**src/rtl/systolic_weight_loader.sv**
```systemverilog
// Streams ROWS weight rows into the top of the PE weight-pass chain, then fires one capture strobe.
// Optional WEIGHT_LOADER_STALL_CNT_EN adds stall_cnt (SHIFT cycles without valid, CAPTURE cycles blocked).
module systolic_weight_loader #(
  parameter int ROWS       = 4,
  parameter int COLS       = 4,
  parameter int DATA_WIDTH = 8
) (
  input  logic                       clk,
  input  logic                       rst,
  input  logic                       start,
  input  logic                       compute_idle,
  input  logic                       wt_valid,
  output logic                       wt_ready,
  input  logic [COLS*DATA_WIDTH-1:0] wt_data,
  output logic [COLS*DATA_WIDTH-1:0] weight_out,
  output logic                       en_weight_pass,
  output logic                       en_weight_capture,
  output logic                       busy,
  output logic                       done
`ifdef WEIGHT_LOADER_STALL_CNT_EN
  ,
  output logic [31:0]                stall_cnt
`endif
);

  localparam int CW = $clog2(ROWS + 1);
  localparam int W  = COLS * DATA_WIDTH;
  localparam logic [CW-1:0] LAST_ROW = CW'(ROWS - 1);

  typedef enum logic [1:0] {S_IDLE, S_SHIFT, S_CAPTURE, S_DONE} state_t;

  state_t          state_q, state_d;
  logic [CW-1:0]   cnt_q, cnt_d;
  logic [W-1:0]    wout_q, wout_d;
  logic            pass_q, pass_d;

  always_comb begin
    state_d           = state_q;
    cnt_d             = cnt_q;
    wout_d            = wout_q;
    pass_d            = 1'b0;
    wt_ready          = 1'b0;
    en_weight_capture = 1'b0;
    unique case (state_q)
      S_IDLE: begin
        if (start) begin
          state_d = S_SHIFT;
          cnt_d   = '0;
        end
      end
      S_SHIFT: begin
        wt_ready = 1'b1;
        if (wt_valid) begin
          pass_d = 1'b1;
          wout_d = wt_data;
          cnt_d  = cnt_q + CW'(1);
          if (cnt_q == LAST_ROW) state_d = S_CAPTURE;
        end
      end
      S_CAPTURE: begin
        // The final pass pulse coincides with this cycle, so PEs latch post-shift data.
        if (compute_idle) begin
          en_weight_capture = 1'b1;
          state_d           = S_DONE;
        end
      end
      S_DONE:  state_d = S_IDLE;
      default: state_d = S_IDLE;
    endcase
  end

  always_ff @(posedge clk) begin
    if (rst) begin
      state_q <= S_IDLE;
      cnt_q   <= '0;
      pass_q  <= 1'b0;
    end else begin
      state_q <= state_d;
      cnt_q   <= cnt_d;
      pass_q  <= pass_d;
    end
  end

  for (genvar gi = 0; gi < COLS; gi++) begin : g_lane
    always_ff @(posedge clk) begin
      if (rst) wout_q[gi*DATA_WIDTH +: DATA_WIDTH] <= '0;
      else     wout_q[gi*DATA_WIDTH +: DATA_WIDTH] <= wout_d[gi*DATA_WIDTH +: DATA_WIDTH];
    end
  end

  assign weight_out     = wout_q;
  assign en_weight_pass = pass_q;
  assign busy           = (state_q != S_IDLE);
  assign done           = (state_q == S_DONE);

`ifdef WEIGHT_LOADER_STALL_CNT_EN
  logic [31:0] stall_q;

  always_ff @(posedge clk) begin
    if (rst) begin
      stall_q <= '0;
    end else if (state_q == S_IDLE && start) begin
      stall_q <= '0;
    end else if (((state_q == S_SHIFT && !wt_valid) ||
                  (state_q == S_CAPTURE && !compute_idle)) && stall_q != 32'hFFFF_FFFF) begin
      stall_q <= stall_q + 32'd1;
    end
  end

  assign stall_cnt = stall_q;
`endif

endmodule

```
**config.mk**
```make
export PLATFORM = sky130hd
export DESIGN_NAME = systolic_weight_loader
export DESIGN_NICKNAME = d
export VERILOG_FILES = /design/src/rtl/systolic_weight_loader.sv
export SDC_FILE = /design/constraint.sdc
export NUM_CORES = 1
export LEC_CHECK = 0
export CORE_ASPECT_RATIO = 1.1
export CORE_MARGIN = 2
export CORE_UTILIZATION = 24
export CTS_BUF_LIST = sky130_fd_sc_hd__clkbuf_4 sky130_fd_sc_hd__clkbuf_8
export CTS_CLUSTER_DIAMETER = 200
export DETAILED_ROUTE_END_ITERATION = 16
export GPL_TIMING_DRIVEN = 0
export PLACE_DENSITY = 0.51
export SETUP_SLACK_MARGIN = 0.02
export SYNTH_ARGS = -nofsm -noshare
export SYNTH_HDL_FRONTEND = slang
export SYNTH_SLANG_ARGS = --single-unit
```
**constraint.sdc**
```tcl
create_clock -name clk -period 1.8 [get_ports clk]
set_input_delay 0.45 -clock clk [delete_from_list [all_inputs] [get_ports clk]]
set_output_delay 0.45 -clock clk [all_outputs]
set_load 0.02 [all_outputs]
```
## Word level (Yosys, flattened, before mapping)

Index checks and enable logic that the tools add are counted.

| operators by class | value |
|---|---|
| bitwise operators | 1 |
| eq/ne operators | 8 |
| muxes and demuxes | 12 |
| reductions and logical operators | 7 |
| $add $sub $neg | 1 |

Operators by type and width:

| kind | number |
|---|---|
| 2-to-1 mux 2 bit | 4 |
| inequality test 2 bit, second input constant | 4 |
| one-hot mux 2 bit (4 select lines) | 1 |
| 2-to-1 mux 3 bit | 2 |
| one-hot mux 3 bit (2 select lines) | 1 |
| == test 2 bit, second input constant | 2 |
| 2-to-1 mux 1 bit | 4 |
| AND reduction 4 bit | 1 |
| nonzero test 2 bit | 2 |
| adder 3 x 1 -> 3 bit, second input constant | 1 |
| == test 3 x 2 -> 1 bit, second input constant | 1 |
| AND reduction 3 bit | 1 |
| == test 2 x 1 -> 1 bit, second input constant | 1 |
| logical NOT 2 bit | 1 |
| AND reduction 2 bit | 1 |
| OR reduction 2 bit | 1 |
| inverter 1 bit | 1 |

| storage, ports and cells | value |
|---|---|
| word-level logic and storage cells | 36 |
| input port bits | 37 |
| register bits | 38 |

## Longest topological paths before layout

Gate-level depths: netlist (run 1).

| depth | value |
|---|---|
| depth in word-level cells | 4 |
| mapped depth | 8 |
| mapped depth without buffers | 5 |

## Least setup slack after synthesis (run 1)

No wires, ideal clock.

| path | value |
|---|---|
| kind | flip-flop to flip-flop |
| from | register state_q[1] |
| to | register state_q[0] |
| arrival time | 1.488 ns |
| stages on the path, launching flop included | 7 |
| setup time | 0.072 ns |
| setup slack | 0.240 ns |
| data required time | 1.728 ns |
| cell sequence | dfxtp_1 -> inv_1 -> ha_1 -> buf_6 -> nor2b_4 -> a2111oi_4 -> mux2i_1 |

| on the way | value |
|---|---|
| word-level cells in the longest chain between the ends | 3 |
| elaborated cells between the ends (all ways) | 10 |
| those cells by class | eq/ne: 7; mux: 1; reduce/logical: 2 |

RTL lines:

| what | line | text |
|---|---|---|
| from (decl) | 32 | `state_t state_q, state_d;` |
| from (signal assigned) | 78 | `state_q <= state_d;` |
| == test 2 x 1 -> 1 bit, or another cell as far along | 44 | `unique case (state_q)` |
| inequality test 2 bit (no source line) | n/a |  |
| AND reduction 4 bit (no source line) | n/a |  |

Several ways; a longest one is shown, not always the timed one.
A chain may end at the register's enable or synchronous reset.

## Final worst setup path (run 1)

| path | value |
|---|---|
| from | register state_q[0] |
| to | output port busy |

| on the way | value |
|---|---|
| word-level cells in the longest chain between the ends | 1 |

RTL lines:

| what | line | text |
|---|---|---|
| nonzero test 2 bit | 93 | `assign busy = (state_q != S_IDLE);` |
| to (decl) | 18 | `output logic busy,` |

Every way passes these cells.

==> results.cfg, run 1 <==
[logic_synthesis]
synth.area.top_cells = dfxtp_1 48%, nand2_1 16%, a21oi_1 10%
synth_top_cell_by_area = dfxtp_1
ys_warn_count = 0
ys_seq_area_share_pct = 48.18
yosysTopAreaCellShare_pct = 48.18
syn_avg_cell_area_um2 = 8.355
netlist_instances = 189
synth-seq-cells = 38
synth.distinct_cells = 29
synth.net_count = 232
netlist_area_um2 = 1579

[cells_and_area]
final_nets = 312
syn_to_final_growth_pct = 58.48
final_area_um2 = 2502
multi_input_area_um2 = 711.9
antenna_cells = 0
drive_above_1_share_pct = 9.630
fillers = 684
ff_latch_area_um2 = 763.2

[sta]
finalCriticalPeriod_ns = 1.724
final_max_slew_viol_count = 0
hold_violations = 0
fin_skew_ns = 0.007614
slew_headroom_pct = 68.65
setup_viol = 0
tightest_slew_ns = 0.4702
fin_ws_ns = 0.07625
finalCritPeriodShare_pct = 95.76
rsz0062_at_grt = true
maxClockFrequency_ghz = 0.5801

[placed_design]
dp_hpwl_um = 2851
placed_area_um2 = 2402
portBuffers = 72
gp_congestion = 0.7540
preCtsSetupSlack_ns = -0.2845

[clocking]
cts.sinks = 38
cts.path.max_buffers = 2
clockRootBuffer = clkbuf_8
clkLatencyLatePin_ns = 0.29
cts_tree = yes
h-tree-depth = 2
path_clk_slew_ns = 0.08
cts_buffers = 5
cts_hold_buf = 0

[critical_path]
worst_ep_arrival_time_ns = 1.27
crit_type = register to output pin
cp-end-kind = output pin
crit_required_ns = 1.35
worstSetupStartpointType = register
crit_fanout = 5

[global_routing]
grt_pass1_wl_um = 6382
grt_pass1_vias = 1333
grt_max_degree = 13
antenna_found_initial = 0
grt_overflow_total = 0
track_usage_pct = 11.47

[drt]
drc = 0
avgViaCountPerCell = 4.222
ant_nets = 0
vias = 1486
routed_wl_um = 3992
first_iter_violations = 39
drtPass1Iterations = 4
post_drt_wl_per_cell_um = 11.34

[power]
p_leak_nw = 0.9361
irDropWorstVdd_mv = 0.3752
power.density_nw_per_um2 = 1075
power.switching_mw = 0.9103
pwr-share-clk_pct = 22.9
pwr-share-seq_pct = 37.8
intPower_mw = 1.780
switching_share_pct = 33.83
pwr-share-comb_pct = 39.3

[floorplanning]
die_w_um = 81.34
core_um2 = 6477
die_h_um = 89.07
dieArea_um2 = 7245
ios = 74
start_util_pct = 24.38
rows = 31

[run_status]
outcome = completed

[hold_path]
min-delay-path-class = primary input to register

[run]
max-cap-violations = 0
[cell type report]
cell class	count	share of cell area, %
tap	82	4.100
clock buffer	6	3.300
multi-input combinational	133	28.45
sequential	38	30.50
inverter	6	0.9000
clock inverter	2	0.5000
timing repair buffer	73	28.90
buffer	12	3.350
[synthesized netlist by cell type]
cell type,count
nand2_1,67
dfxtp_1,38
a21oi_1,32
ha_1,6
inv_1,6
buf_2,4
buf_6,4
clkbuf_1,3
o21ai_0,3
and2_1,2
mux2i_1,2
nand2b_1,2
nor2_1,2
nor2b_1,2
nor2b_4,2
a2111oi_4,1
a211o_1,1
a32o_1,1
and2b_1,1
and3_1,1
buf_4,1
nand2_2,1
nand3_1,1
nand4_1,1
nor4b_1,1
o211a_1,1
o211ai_1,1
o21bai_1,1
o22ai_1,1
[placed cells by master, fill, tap and decap left out, types with 2 or more instances in the layout]
cell type         n
a21oi_1          32
clkdlybuf4s50_1  68
o21ai_0           3
nor2_1            2
ha_1              6
dfxtp_1          36
clkbuf_8          6
and2_1            2
inv_1             6
dfxtp_2           2
buf_6             4
nor2b_1           2
nand2b_1          2
mux2i_1           2
buf_2             5
nor2b_4           2
nand2_1          67
buf_4             2
clkbuf_1          3
[kinds of logic after synthesis]
logic type	count (synthesis)	synth area share (%)
compound gates	42	16.01
mux	2	1.268
simple gates	83	23.06
fa+ha+maj	6	4.754
flops	38	48.18
buf+inv	18	6.735
[path summary, 6_finish.rpt]
path | to | slack (ns) | cells past startpoint | from
hold / removal | weight_out[23]$_SDFFE_PP0P_ | 0.45 | 2 | rst
setup reg to reg | state_q[1]$_SDFFE_PP0P_ | 0.19 | 6 | state_q[0]$_SDFFE_PP0P_
hold reg to reg | weight_out[29]$_SDFFE_PP0P_ | 0.45 | 2 | weight_out[29]$_SDFFE_PP0P_
setup / recovery | busy | 0.08 | 4 | state_q[0]$_SDFFE_PP0P_
[timing repair]
action,4_1_cts,5_1_grt
endpoints found under the hold margin,0,0
buffers inserted,1,0
endpoints found under the setup margin,4,3
resized for setup,10,2
[state kept, by name, indices dropped and copies added (netlist names)]
| name | flops |
|---|---|
| cnt_q | 3 |
| en_weight_pass | 1 |
| state_q | 2 |
| weight_out | 32 |
[per-layer routing]
layer,global-route usage (%),part of all wire (%),vias up,wire length (um)
li1,-,-,773,-
met5,0,0,-,0
met3,3.939,8.1,5,322
met4,4.160,1.4,0,54
met1,14.88,47,663,1867
met2,17.66,44,45,1748
[per-stage QoR]
stage / utilization (%) / total power [mW] / hold WS (ns) / cells / setup TNS (ns)
2_1_floorplan: - / 1.677 / 0.4677 / 189 / 0
3_3_place_gp: 37.09 / 2.103 / 0.4429 / 343 / -0.3322
3_5_place_dp: 37.09 / 2.107 / 0.4480 / 343 / -0.4452
4_1_cts: 38.71 / 2.740 / 0.4520 / 352 / 0
5_1_grt: 38.63 / 2.878 / 0.4769 / 352 / -0.005434
6_report: 38.63 / 2.690 / 0.4540 / 352 / 0
[power groups by stage]
stage | clock network (mW) | logic, mW | registers [mW]
2_1_floorplan | 0 | 0.537 | 1.14
3_3_place_gp | 0 | 1.07 | 1.03
3_5_place_dp | 0 | 1.07 | 1.04
4_1_cts | 0.646 | 1.07 | 1.02
5_1_grt | 0.679 | 1.16 | 1.04
6_report | 0.616 | 1.06 | 1.02
[worst max-delay path, stage by stage (launching register included)]
cell	delay [ns]
dfxtp_2	0.35
inv_1	0.06
ha_1	0.25
inv_1	0.07
clkdlybuf4s15_2	0.25
No activity file was read; power rests on OpenSTA's default activity.
==> inputs of run 2 (changes only) <==
--- a/config.mk
+++ b/config.mk
@@ -5,6 +5,7 @@
 export SDC_FILE = /design/constraint.sdc
 export NUM_CORES = 1
 export LEC_CHECK = 0
+export CAP_MARGIN = 5
 export CORE_ASPECT_RATIO = 1.1
 export CORE_MARGIN = 2
 export CORE_UTILIZATION = 24
==> constraint.sdc (replaced) <==
create_clock -name clk -period 1.8 [get_ports clk]
set_input_delay 0.45 -clock clk [delete_from_list [all_inputs] [get_ports clk]]
set_output_delay 0.45 -clock clk [all_outputs]
set_load 0.1 [all_outputs]
==> run 2 against run 1 <==
- critical path depth down 1
- design area rose by 3.0%
- sequential cell count is the same
- routed wire length decreased by 1.8%
- final cell count is the same
- clock power grew 19%
- combinational power increased by 70%
- register-to-register slack better by 0.04 ns
- utilization is 1.2 points higher
- via count down 1.7%
- critical endpoint is now en_weight_capture
- largest power group unchanged
- highest routed layer unchanged
==> results.cfg, run 2 (same netlist as run 1, synthesis figures left out) <==
[run_status]
outcome = completed

[drt]
drc = 0
post_drt_wl_per_cell_um = 11.14
vias = 1460
ant_nets = 0
avgViaCountPerCell = 4.148
drtPass1Iterations = 4
routed_wl_um = 3922
first_iter_violations = 38

[cells_and_area]
final_cell_mix = 67 x nand2_1, 36 x dfxtp_1, 35 x clkdlybuf4s50_1
final_nets = 312
syn_to_final_growth_pct = 63.23
drive_above_1_share_pct = 22.96
final_area_um2 = 2577
antenna_cells = 0
final_common_cell = nand2_1
largest_reg_flops = 32

[placed_design]
portBuffers = 72
gp_congestion = 0.7183
placed_area_um2 = 2405
dp_hpwl_um = 2800

[clocking]
h-tree-depth = 2
cts.sinks = 38
cts.path.max_buffers = 2
cts_hold_buf = 0
cts_buffers = 5
clkLatencyLatePin_ns = 0.28
path_clk_slew_ns = 0.07
cts_tree = yes
clockRootBuffer = clkbuf_8

[sta]
hold_violations = 0
maxClockFrequency_ghz = 0.5765
final_max_slew_viol_count = 0
slew_headroom_pct = 62.94
fin_skew_ns = 0.004574
hold_ws_ns = 0.4545
tightest_slew_ns = 0.5586
finalCritPeriodShare_pct = 96.36
setup_viol = 0
finalCriticalPeriod_ns = 1.735
rsz0062_at_grt = false

[critical_path]
path_buf_inv = 2
crit_required_ns = 1.35
cp_top_family = buffers and inverters
crit_type = primary input to output pin
worst_ep_arrival_time_ns = 1.28
critical-path-max-stage-delay_ns = 0.47
worstSetupStartpointType = primary input
crit_fanout = 2
crit_path_top_delay_cell = clkdlybuf4s50_1
cp-end-kind = output pin
crit_chain = clkdlybuf4s50_1, and2_1, buf_8

[floorplanning]
ios = 74
start_util_pct = 24.38
die_w_um = 81.34
die_h_um = 89.07
dieArea_um2 = 7245
rows = 31
core_um2 = 6477

[power]
irDropWorstVdd_mv = 0.5135
power.density_nw_per_um2 = 1381
p_leak_nw = 0.9637

[hold_path]
min-delay-path-class = primary input to register

[global_routing]
grt_overflow_total = 0
grt_pass1_wl_um = 5830
grt_pass1_vias = 1266
track_usage_pct = 10.41
grt_max_degree = 12
antenna_found_initial = 0

[run]
max-cap-violations = 0
## run 2: cell count changes in the layout (fill, tap and decap cells not counted), sizes merged
cell	change
dlygate4sd2	-1
clkbuf	+1
bufinv	+1
clkdlybuf4s50	-33
clkinv	-1
clkdlybuf4s15	+31
clkinvlp	-1
buf	+3
## run 2: final cells by class
type | count | area (um^2)
fill | 689 | 3900
timing repair buffer | 73 | 777.0
sequential | 38 | 763.2
multi-input combinational | 133 | 714.4
tap | 82 | 102.6
clock buffer | 7 | 83.83
buffer | 12 | 83.83
clock inverter | 1 | 30.03
inverter | 6 | 22.52
## run 2: path summary, 6_finish.rpt
kind | startpoint | endpoint | slack (ns) | depth (start not counted)
hold / removal | rst | weight_out[29]$_SDFFE_PP0P_ | 0.45 | 2
setup / recovery | compute_idle | en_weight_capture | 0.07 | 3
setup reg to reg | state_q[0]$_SDFFE_PP0P_ | state_q[0]$_SDFFE_PP0P_ | 0.23 | 6
hold reg to reg | weight_out[17]$_SDFFE_PP0P_ | weight_out[17]$_SDFFE_PP0P_ | 0.46 | 2
## run 2: per-stage QoR
step / setup slack, ns / util, % / cells / power, mW / setup TNS, ns
2_1_floorplan: 0.05529 / - / 189 / 2.406 / 0
3_3_place_gp: -0.8296 / 37.13 / 343 / 2.827 / -5.154
3_5_place_dp: -0.8296 / 37.13 / 343 / 2.831 / -5.188
4_1_cts: 0.02622 / 39.60 / 351 / 3.603 / 0
5_1_grt: 0.02669 / 39.79 / 352 / 3.742 / 0
6_report: 0.06544 / 39.79 / 352 / 3.558 / 0
## run 2: timing repair
item	in CTS	in global routing
setup endpoints to repair	37	2
gates resized for setup	127	2
setup buffers	0	1
## run 2: metal layers
layer  part of all wire, %  GRT usage (%)  vias to the layer above
met3                   7.3          3.838                        2
met5                     0              0                        -
met2                    46          16.39                       42
met4                  0.48          3.236                        0
met1                    46          13.27                      646
li1                      -              -                      770
## run 2: report_power, final
group | switching (mW) | internal (mW)
Clock | 0.290 | 0.445
Sequential | 0.0635 | 0.957
Combinational | 1.27 | 0.533
